`config.mk`:
```
export PLATFORM = sky130hd
export DESIGN_NAME = word_scheduler
export DESIGN_NICKNAME = d
export VERILOG_FILES = /design/src/rtl/word_scheduler.sv
export SDC_FILE = /design/constraint.sdc
export NUM_CORES = 1
export LEC_CHECK = 0
export CAP_MARGIN = 20
export CORE_ASPECT_RATIO = 0.75
export CORE_UTILIZATION = 47
export CTS_CLUSTER_SIZE = 12
export DETAILED_ROUTE_END_ITERATION = 7
export GPL_ROUTABILITY_DRIVEN = 0
export PLACE_DENSITY = 0.87
export SYNTH_ARGS = -nofsm -noshare
export SYNTH_HDL_FRONTEND = slang
export SYNTH_SLANG_ARGS = --single-unit
```
`constraint.sdc`:
```
create_clock -name clk -period 2.75 [get_ports clk]
set_input_delay 0.55 -clock clk [delete_from_list [all_inputs] [get_ports clk]]
set_output_delay 0.55 -clock clk [all_outputs]
set_load 0.05 [all_outputs]
```
`src/rtl/word_scheduler.sv`:
```
// word_scheduler: grants one of two note streams to a shared classifier, one word at a time.
// Optional build macro WORD_TIMEOUT_EN bounds the wait for Cls_done and reports Res_err on expiry.
module word_scheduler #(
    parameter int MAX_NOTES = 8,
    parameter int TIMEOUT   = 16
) (
    input  logic       clk,
    input  logic       Reset,
    input  logic       Req0_valid,
    input  logic       Req0_tom,
    input  logic [2:0] Req0_nota,
    output logic       Req0_ready,
    input  logic       Req1_valid,
    input  logic       Req1_tom,
    input  logic [2:0] Req1_nota,
    output logic       Req1_ready,
    output logic       Cls_start,
    output logic       Cls_valid,
    output logic       Cls_tom,
    output logic [2:0] Cls_nota,
    input  logic       Cls_done,
    input  logic [1:0] Cls_tipo,
    output logic       Res_valid,
    output logic       Res_src,
    output logic       Res_ovf,
    output logic       Res_err,
    output logic [1:0] Res_tipo,
    input  logic       Res_ack,
    output logic       Busy,
    output logic [7:0] Word_cnt
);
    localparam int CW = $clog2(MAX_NOTES + 1);

    if (MAX_NOTES < 1 || TIMEOUT < 1) begin : g_bad_params
        $error("word_scheduler: MAX_NOTES and TIMEOUT must be at least 1");
    end

    typedef enum logic [2:0] {IDLE, STREAM, INJECT, WAIT_DONE, RESULT} state_t;

    state_t         state_q;
    logic           ptr_q;
    logic           grant_q;
    logic [CW-1:0]  cnt_q;
    logic [7:0]     word_cnt_q;
    logic           res_valid_q;
    logic [1:0]     res_tipo_q;
    logic           res_ovf_q;

    logic           any_valid;
    logic           winner;
    logic           g_valid;
    logic           g_tom;
    logic [2:0]     g_nota;
    logic           in_stream;

    assign any_valid = Req0_valid | Req1_valid;
    // Pointer only matters when both requesters are valid at once.
    assign winner    = (Req0_valid & Req1_valid) ? ptr_q : Req1_valid;
    assign g_valid   = grant_q ? Req1_valid : Req0_valid;
    assign g_tom     = grant_q ? Req1_tom   : Req0_tom;
    assign g_nota    = grant_q ? Req1_nota  : Req0_nota;
    assign in_stream = (state_q == STREAM) & ~Reset;

    assign Req0_ready = in_stream & ~grant_q;
    assign Req1_ready = in_stream &  grant_q;
    assign Cls_start  = (state_q == IDLE) & any_valid & ~Reset;
    assign Busy       = (state_q != IDLE);

    always_comb begin
        Cls_valid = 1'b0;
        Cls_tom   = 1'b0;
        Cls_nota  = 3'b000;
        if (in_stream) begin
            Cls_valid = g_valid;
            Cls_tom   = g_tom;
            Cls_nota  = g_nota;
        end else if ((state_q == INJECT) && !Reset) begin
            Cls_valid = 1'b1;
        end
    end

`ifdef WORD_TIMEOUT_EN
    localparam int TW = $clog2(TIMEOUT + 1);
    logic [TW-1:0] tmo_q;
    logic          res_err_q;
    assign Res_err = res_err_q;
`else
    assign Res_err = 1'b0;
`endif

    always_ff @(posedge clk) begin
        if (Reset) begin
            state_q     <= IDLE;
            ptr_q       <= 1'b0;
            grant_q     <= 1'b0;
            cnt_q       <= '0;
            word_cnt_q  <= 8'd0;
            res_valid_q <= 1'b0;
            res_tipo_q  <= 2'b00;
            res_ovf_q   <= 1'b0;
`ifdef WORD_TIMEOUT_EN
            tmo_q       <= '0;
            res_err_q   <= 1'b0;
`endif
        end else begin
`ifdef WORD_TIMEOUT_EN
            if (state_q != WAIT_DONE) tmo_q <= '0;
`endif
            case (state_q)
                IDLE: begin
                    if (any_valid) begin
                        grant_q <= winner;
                        state_q <= STREAM;
                    end
                end
                STREAM: begin
                    if (g_valid) begin
                        if (g_nota == 3'b000) begin
                            state_q <= WAIT_DONE;
                        end else begin
                            cnt_q <= cnt_q + 1'b1;
                            if (cnt_q == CW'(MAX_NOTES - 1)) state_q <= INJECT;
                        end
                    end
                end
                INJECT: begin
                    res_ovf_q <= 1'b1;
                    state_q   <= WAIT_DONE;
                end
                WAIT_DONE: begin
                    if (Cls_done) begin
                        res_tipo_q  <= Cls_tipo;
                        res_valid_q <= 1'b1;
                        state_q     <= RESULT;
                    end
`ifdef WORD_TIMEOUT_EN
                    else if (tmo_q == TW'(TIMEOUT - 1)) begin
                        res_tipo_q  <= 2'b00;
                        res_err_q   <= 1'b1;
                        res_valid_q <= 1'b1;
                        state_q     <= RESULT;
                    end else begin
                        tmo_q <= tmo_q + 1'b1;
                    end
`endif
                end
                RESULT: begin
                    if (Res_ack) begin
                        res_valid_q <= 1'b0;
                        word_cnt_q  <= word_cnt_q + 8'd1;
                        cnt_q       <= '0;
                        res_ovf_q   <= 1'b0;
`ifdef WORD_TIMEOUT_EN
                        res_err_q   <= 1'b0;
`endif
                        ptr_q       <= ~ptr_q;
                        state_q     <= IDLE;
                    end
                end
                default: state_q <= IDLE;
            endcase
        end
    end

    assign Res_valid = res_valid_q;
    assign Res_tipo  = res_tipo_q;
    assign Res_src   = grant_q;
    assign Res_ovf   = res_ovf_q;
    assign Word_cnt  = word_cnt_q;

endmodule

```
* Yosys cells after proc, flatten, opt, wreduce, memory -nomap -nowiden *
Cells that the tools add are included.

word-level totals
  register bits = 21
  input bits = 16
  output and inout bits = 23
  logic and storage cells = 69

operators by class
  $add $sub $neg = 2
  equal/unequal tests = 11
  muxes and demuxes = 23
  bitwise logic cells = 10
  reduce and logical (&&, ||, !) cells = 15

operator list
  kind                 count
  $mux 3               8
  $pmux 3 s5           1
  $mux 4               3
  $ne 2x2->1 const B   5
  $add 8x1->8 const B  1
  $mux 1               8
  $pmux 4 s2           1
  $reduce_and 2->1     4
  $and 1x1->1          6
  $eq 3x2->1 const B   2
  $logic_not 3->1      2
  $reduce_bool 2->1    3
  $reduce_and 5->1     1
  $add 4x1->4 const B  1
  $eq 4x3->1 const B   1
  $pmux 1 s2           2
  $reduce_and 4->1     1
  $eq 3x1->1 const B   1
  $eq 3x3->1 const B   1
  $ne 3x1->1 const B   1
  $not 1->1            3
  $reduce_and 3->1     1
  $reduce_bool 3->1    1
  $logic_and 1x1->1    1
  2 further kinds      2

* Logic depth before layout (Yosys ltp) *
Gate-level depths: netlist of the first run.

  depth after elaboration = 5
  gate-level depth with buffers = 6
  mapped depth without buffers = 5

* Worst setup path after synthesis of the first run *
Ideal clock, no wire load.

  path kind = reg-to-output
  start point = register state_q[1]
  end point = output Cls_start
  arrival = 2121 ps
  required time = 2200 ps
  setup slack = 79 ps
  stages on the path, launching flop included = 5
  path buffers = 1
  path through = dfxtp_1 buf_2 nor3_1 inv_1 nor3_1

between the ends
  word-level cells in the longest chain between the ends = 3

RTL lines
  element                   line  RTL
  from (decl)               40    state_t state_q;
  from (signal assigned)    93    state_q <= IDLE;
  from (signal assigned)    113   state_q <= STREAM;
  from (signal assigned)    119   state_q <= WAIT_DONE;
  $logic_not 3->1           66    assign Cls_start = (state_q == IDLE) & any_valid & ~Reset;
  $and 1x1->1 (2 in a row)  66
  to (decl)                 17    output logic Cls_start,

Every way passes these cells.

* Final worst setup path of the first run *
  start point = input Req1_valid
  end point = output Cls_valid

between the ends
  word-level cells in the longest chain between the ends = 2

RTL lines
  element      line  RTL
  from (decl)  13    input logic Req1_valid,
  $mux 1       59    assign g_valid = grant_q ? Req1_valid : Req0_valid;
  $mux 1       73    if (in_stream) begin
  to (decl)    18    output logic Cls_valid,

Every way passes these cells.

==> impl_results.md, run 1 <==
* Slowest stage delay, CP at 0.51 ns
* Final Cycle Share at 91.99%
* Slowest CP cell: clkdlybuf4s50_1
* I/O Pins at 39
* CP max FO at 3
* Initial Utilization at 52.04%
* CTS tree: yes
* Drt via density at 5.433
* Die Height at 43.61 µm
* Mapped Avg Cell Area at 8.475 µm²
* Post-synthesis simple-gate area fraction at 30.57%
* Die area at 0.002506 mm²
* Post-synthesis xor/xnor area fraction at 7.266%
* Flip-flop and latch count after synthesis at 21
* Final Hold Vio Count at 0
* Worst Path Required at 2.20 ns
* Clk sinks at 21
* # DRC at 0
* Max frequency at 395.3 MHz
* Synth Area in Compound Gates at 7.728%
* Largest net degree at the start of global routing at 15
* R2R Path End: state_q[0]$_SDFFE_PP0P_
* Share of layout cells above drive strength 1 at 7.975%
* Num CTS Buffers at 3
* Clock root cell: clkbuf_4
* Post-CTS Setup Repair Bufs at 0
* Rows at 14
* Main combinational cell family by area after synthesis: simple AND/OR/NAND/NOR gates
* Total congestion overflow at 0
* Fill cell count at 166
* Synth Area in Adders at 2.307%
* Worst Skew at 0.001670 ns
* GRT Resource Usage Total at 24.16%
* HPWL after DPL at 2139 µm
* Diodes inserted at 0
* CP endpoint kind: primary output
* Ys async rst share at 0%
* DR pass1 iterations at 4
* R2R setup slack at 0.66 ns
* Status: completed
* Worst-path clk slew at 0.11 ns
* P&R area growth vs syn at 43.71%
* Worst Path Arrival at 1.98 ns
* CTS resizes at 0
* Total power at 0.6580 mW
* DR vias at 1,016
* Worst VDD drop at 0.3253 mV
* Fin util at 74.79%
* Synthesized Nets at 146
* Worst Reg-to-Reg Cells at 4
* Synth Instances at 128
* Setup TNS at 0 ns
* Die Width at 57.48 µm
* Detail Route Antenna Nets at 0
* Mux share of post-synthesis cell area at 8.304%
* Worst path cell trace: clkdlybuf4s50_1, mux2i_1, nor3b_1, o21a_1, buf_12
* Final WL at 2673 µm
* Cts hold-fix bufs at 0
* CP endpoint: Cls_valid
* Crit path from: Req1_valid
* # nets final at 182
* Max H-tree Level at 1
* Initial DRC Count at 23
* EDFF count, synth at 0
* Avg WL per Cell at 14.29 µm
* LEAKAGE at 0.6181 nW
* Final setup fails at 0
* Crit path launch type: input pin
* Max-Slew Margin vs Limit at 54.66%
* Clk_lat worst skew at 0.30 ns
* # port buffers at 37
* RSZ-0062 raised after global routing: false
* Reg2reg start: Res_src$_SDFFE_PP0N_
* Ys Warns at 0
* Main synth FF type: dfxtp_1
* Vias in the first global route at 978
* Initial antenna violation count at 0
* Synth cell types at 38
* Pwr Density at 422.1 mW/mm²
* Worst min path class: flop to flop
* Sequential fraction of the synthesis area at 38.75%
* Max capacitance violation total at 0
* Largest buffer count on any clock path at 2
* First-pass GRT wire length at 4526 µm
* Critical path type: input pin to primary output
* Tmin final at 2.530 ns
* Core area at 0.002085 mm²
* Mapped cell area at 0.001085 mm²
* Worst-margin pin slew at 0.6739 ns
* Final slew viol count at 0
worst max-delay path, delay by kind of cell:
family,cells,cell delay (ns)
simple gates,1,0.38
mux,1,0.13
buf+inv,2,0.66
compound gates,1,0.25
sequential cells by signal, summed over array words and instances, names as in the netlist:
signal	cells
state_q	3
ptr_q	1
cnt_q	4
Word_cnt	8
Res_tipo	2
Res_valid	1
Res_ovf	1
Res_src	1
cell type report:
| class | instances | area [µm²] | area share, % |
|---|---|---|---|
| clock buffer | 4 | 26.28 | 1.685 |
| timing repair buffer | 38 | 457.9 | 29.37 |
| tap | 24 | 30.03 | 1.926 |
| multi-input combinational | 97 | 613.1 | 39.33 |
| sequential | 21 | 420.4 | 26.97 |
| inverter | 3 | 11.26 | 0.7223 |
layer usage:
layer / part of all wire [%] / routed length (µm) / global-route usage, % / vias up
li1: - / - / - / 508
met1: 46 / 1226 / 31.84 / 482
met4: 0.49 / 13 / 6.829 / 0
met5: 0 / 0 / 0 / -
met2: 48 / 1284 / 37.67 / 24
met3: 5.5 / 148 / 8.657 / 2
through the flow:
step                      instance area (µm²)  instances  setup slack (ns)  hold slack, ns
after detailed placement                 1533        183            0.2572          0.4793
after CTS                                1559        187            0.2501          0.4996
after global placement                   1533        183            0.3294          0.4617
after global routing                     1559        187            0.1492          0.5227
after floorplan                          1085        128           0.07946          0.4468
final                                    1559        187            0.2202          0.4956
cell usage in the layout, fill, tap and decap left out, types with 2 or more instances in the layout:
| master | netlist | layout |
|---|---|---|
| clkdlybuf4s50_1 | 0 | 29 |
| nor2_1 | 25 | 25 |
| dfxtp_1 | 21 | 21 |
| nand2_1 | 10 | 10 |
| mux2i_1 | 9 | 9 |
| buf_12 | 0 | 8 |
| xor2_1 | 6 | 6 |
| nand2b_1 | 4 | 4 |
| and3_1 | 4 | 4 |
| nand4_1 | 4 | 4 |
| nor3_1 | 3 | 3 |
| inv_1 | 3 | 3 |
| xnor2_1 | 3 | 3 |
| a21oi_1 | 3 | 3 |
| clkbuf_4 | 0 | 3 |
| nor3b_1 | 2 | 2 |
| o21a_1 | 2 | 2 |
| nor4_1 | 2 | 2 |
| or3_1 | 2 | 2 |
| ha_1 | 2 | 2 |
logic make-up (layout without fill, tap and decap cells):
logic type,after synthesis,after routing
DFF,21,21
muxes,9,9
and+or+nand+nor,64,64
buffers and inverters,10,45
AOI/OAI and AO/OA,12,12
adders and majority gates,2,2
other,1,1
xor gates and xnor gates,9,9
Yosys cell counts, drive strengths merged (2+ instances only):
master,instances,area share (%)
inv,3,1.0
mux2i,9,8.3
nand2b,4,2.3
ha,2,2.3
nor4,2,1.2
or3,2,1.2
nor2,25,8.7
xnor2,3,2.4
a21oi,3,1.4
dfxtp,21,39
buf,6,3.3
o21a,2,1.4
nand4,4,2.3
nor3b,2,1.4
xor2,6,4.8
nor3,3,1.4
nand2,10,3.5
and3,4,2.3
worst min path at each step:
stage	start	endpoint	slack [ns]	depth (start not counted)
2_1_floorplan	cnt_q[3]$_SDFFE_PP0P_	cnt_q[3]$_SDFFE_PP0P_	0.45	2
3_3_place_gp	Res_valid$_SDFFE_PP0P_	Res_valid$_SDFFE_PP0P_	0.46	2
3_5_place_dp	Res_valid$_SDFFE_PP0P_	Res_valid$_SDFFE_PP0P_	0.48	2
4_1_cts	cnt_q[3]$_SDFFE_PP0P_	cnt_q[3]$_SDFFE_PP0P_	0.50	2
5_1_grt	Res_valid$_SDFFE_PP0P_	Res_valid$_SDFFE_PP0P_	0.52	2
6_report	cnt_q[3]$_SDFFE_PP0P_	cnt_q[3]$_SDFFE_PP0P_	0.50	2
report_power, final:
part	internal [mW]	switching (mW)	total, mW
clock network	0.0566	0.0937	0.150
logic	0.0841	0.0984	0.183
registers	0.312	0.0130	0.325
total	0.453	0.205	0.658
Power figures use the tool's default switching activity.
==> inputs of run 2 (changes only) <==
--- a/config.mk
+++ b/config.mk
@@ -7,11 +7,11 @@
 export LEC_CHECK = 0
 export CAP_MARGIN = 20
 export CORE_ASPECT_RATIO = 0.75
-export CORE_UTILIZATION = 47
+export CORE_UTILIZATION = 39
 export CTS_CLUSTER_SIZE = 12
 export DETAILED_ROUTE_END_ITERATION = 7
 export GPL_ROUTABILITY_DRIVEN = 0
-export PLACE_DENSITY = 0.87
+export PLACE_DENSITY = 0.78
 export SYNTH_ARGS = -nofsm -noshare
 export SYNTH_HDL_FRONTEND = slang
 export SYNTH_SLANG_ARGS = --single-unit
==> constraint.sdc (replaced) <==
create_clock -name clk -period 2.3 [get_ports clk]
set_input_delay 0.46 -clock clk [delete_from_list [all_inputs] [get_ports clk]]
set_output_delay 0.46 -clock clk [all_outputs]
set_load 0.05 [all_outputs]
==> impl_results.md, run 2 (synthesized netlist as in run 1, its figures left out) <==
* LEAKAGE at 0.6524 nW
* Critical path type: input pin to primary output
* Worst Path Required at 1.84 ns
* Max H-tree Level at 1
* Worst-path clk slew at 0.07 ns
* Setup TNS at 0 ns
* Worst VDD drop at 0.3220 mV
* Core area at 0.002623 mm²
* I/O Pins at 39
* RSZ-0062 raised after global routing: false
* Rows at 16
* CP endpoint kind: primary output
* Max reg flops at 8
* First-pass GRT wire length at 4091 µm
* Final slew viol count at 0
* Worst path cell trace: clkdlybuf4s50_1, mux2i_1, nor3b_2, o21a_1, buf_12
* Final Cycle Share at 94.71%
* Max capacitance violation total at 0
* Fin util at 62.26%
* CTS tree: yes
* Initial Utilization at 41.36%
* Worst Path Arrival at 1.72 ns
* Worst-margin pin slew at 0.5046 ns
* Fill cell count at 229
* Final setup fails at 0
* GRT Resource Usage Total at 17.80%
* Die area at 0.002999 mm²
* Slowest CP cell: clkdlybuf4s50_1
* Avg WL per Cell at 12.69 µm
* DR vias at 1,012
* Final Hold Vio Count at 0
* P&R area growth vs syn at 50.52%
* Most common cell after layout, fill and taps aside: clkdlybuf4s50_1
* Die Width at 62.90 µm
* Register area at 421.7 µm²
* Pwr Density at 520.3 mW/mm²
* Final WL at 2577 µm
* Total congestion overflow at 0
* Largest net degree at the start of global routing at 23
* Die Height at 47.68 µm
* Max-Slew Margin vs Limit at 66.26%
* Initial antenna violation count at 0
* CP max FO at 3
* Footprint of the multi-input gates at 623.1 µm²
* Vias in the first global route at 942
* Most frequent cells in the layout: 28 x clkdlybuf4s50_1, 25 x nor2_1, 20 x dfxtp_1
* # port buffers at 37
* Status: completed
* Fin Hold WS at 0.4821 ns
* Clock root cell: clkbuf_8
* DR pass1 iterations at 4
* Worst min path class: flop to flop
* Share of layout cells above drive strength 1 at 11.98%
* Clk_lat worst skew at 0.26 ns
* Tmin final at 2.178 ns
* Max frequency at 459.0 MHz
* # DRC at 0
* Worst Skew at 0.005394 ns
* Largest buffer count on any clock path at 2
* Post-CTS Setup Repair Bufs at 0
* # nets final at 186
* Num CTS Buffers at 3
* HPWL after DPL at 1991 µm
* Initial DRC Count at 19
* Diodes inserted at 0
* Detail Route Antenna Nets at 0
* Drt via density at 4.985
* Clk sinks at 21
* Crit path launch type: input pin
* Slowest stage delay, CP at 0.50 ns
## run 2: changes by cell type in the layout (fill, tap and decap cells not counted), sizes merged
cell           delta
buf               +4
clkdlybuf4s50     -1
dlygate4sd2       +1
## run 2: stage by stage
stage          total power, mW  cells  instance area [µm²]  worst slack (ns)
2_1_floorplan           0.5195    128                 1090           0.04395
3_3_place_gp            0.6130    199                 1583           0.05594
3_5_place_dp            0.6188    199                 1583           0.02360
4_1_cts                 0.8550    203                 1628           0.01304
5_1_grt                 0.8892    203                 1633           0.04354
6_report                0.8496    203                 1633            0.1216
## run 2: per-layer routing
metal | part of all wire (%) | vias to the layer above | GRT usage (%)
li1 | - | 518 | -
met1 | 47 | 468 | 21.83
met2 | 48 | 20 | 31.61
met3 | 3.5 | 6 | 4.524
met4 | 1.1 | 0 | 6.047
met5 | 0 | - | 0
## run 2: power by group
group          switching, mW  total, mW  internal [mW]  leakage [nW]
logic                  0.118      0.222          0.103         0.459
clock network          0.115      0.238          0.123        0.0228
registers             0.0161      0.390          0.373         0.170
## run 2: cell type report
| cell class | count | area share, % |
|---|---|---|
| clock buffers | 4 | 2.759 |
| inverters | 3 | 0.6897 |
| multi-input cells | 97 | 38.16 |
| flip-flops and latches | 21 | 25.82 |
| well taps | 36 | 2.759 |
| repair buffers | 42 | 29.81 |
## run 2: repair_timing
action,CTS,global route
hold buffers,0,0
resized for setup,2,1
endpoints found under the setup margin,2,1
pin swaps,0,0
## run 2: path summary, 6_finish.rpt
path	startpoint	to	slack [ns]	depth (start not counted)
max	Req1_valid	Cls_valid	0.12	5
min	Res_valid$_SDFFE_PP0P_	Res_valid$_SDFFE_PP0P_	0.48	2
max reg2reg	state_q[0]$_SDFFE_PP0P_	cnt_q[2]$_SDFFE_PP0P_	0.40	4
min reg2reg	Res_valid$_SDFFE_PP0P_	Res_valid$_SDFFE_PP0P_	0.48	2
## run 2: worst max-delay path: cells and delay by family
| kind | cells | cell delay (ns) |
|---|---|---|
| multiplexers | 1 | 0.15 |
| buffers and inverters | 2 | 0.65 |
| AND/OR/NAND/NOR | 1 | 0.26 |
| AO/OA/AOI/OAI | 1 | 0.21 |
==> inputs of run 3 (changes only) <==
--- a/config.mk
+++ b/config.mk
@@ -8,10 +8,10 @@
 export CAP_MARGIN = 20
 export CORE_ASPECT_RATIO = 0.75
 export CORE_UTILIZATION = 39
-export CTS_CLUSTER_SIZE = 12
 export DETAILED_ROUTE_END_ITERATION = 7
 export GPL_ROUTABILITY_DRIVEN = 0
 export PLACE_DENSITY = 0.78
+export SKIP_LAST_GASP = 1
 export SYNTH_ARGS = -nofsm -noshare
 export SYNTH_HDL_FRONTEND = slang
 export SYNTH_SLANG_ARGS = --single-unit
==> results of run 3 <==
No change in the layout: final DEF, timing and power equal those of run 2.
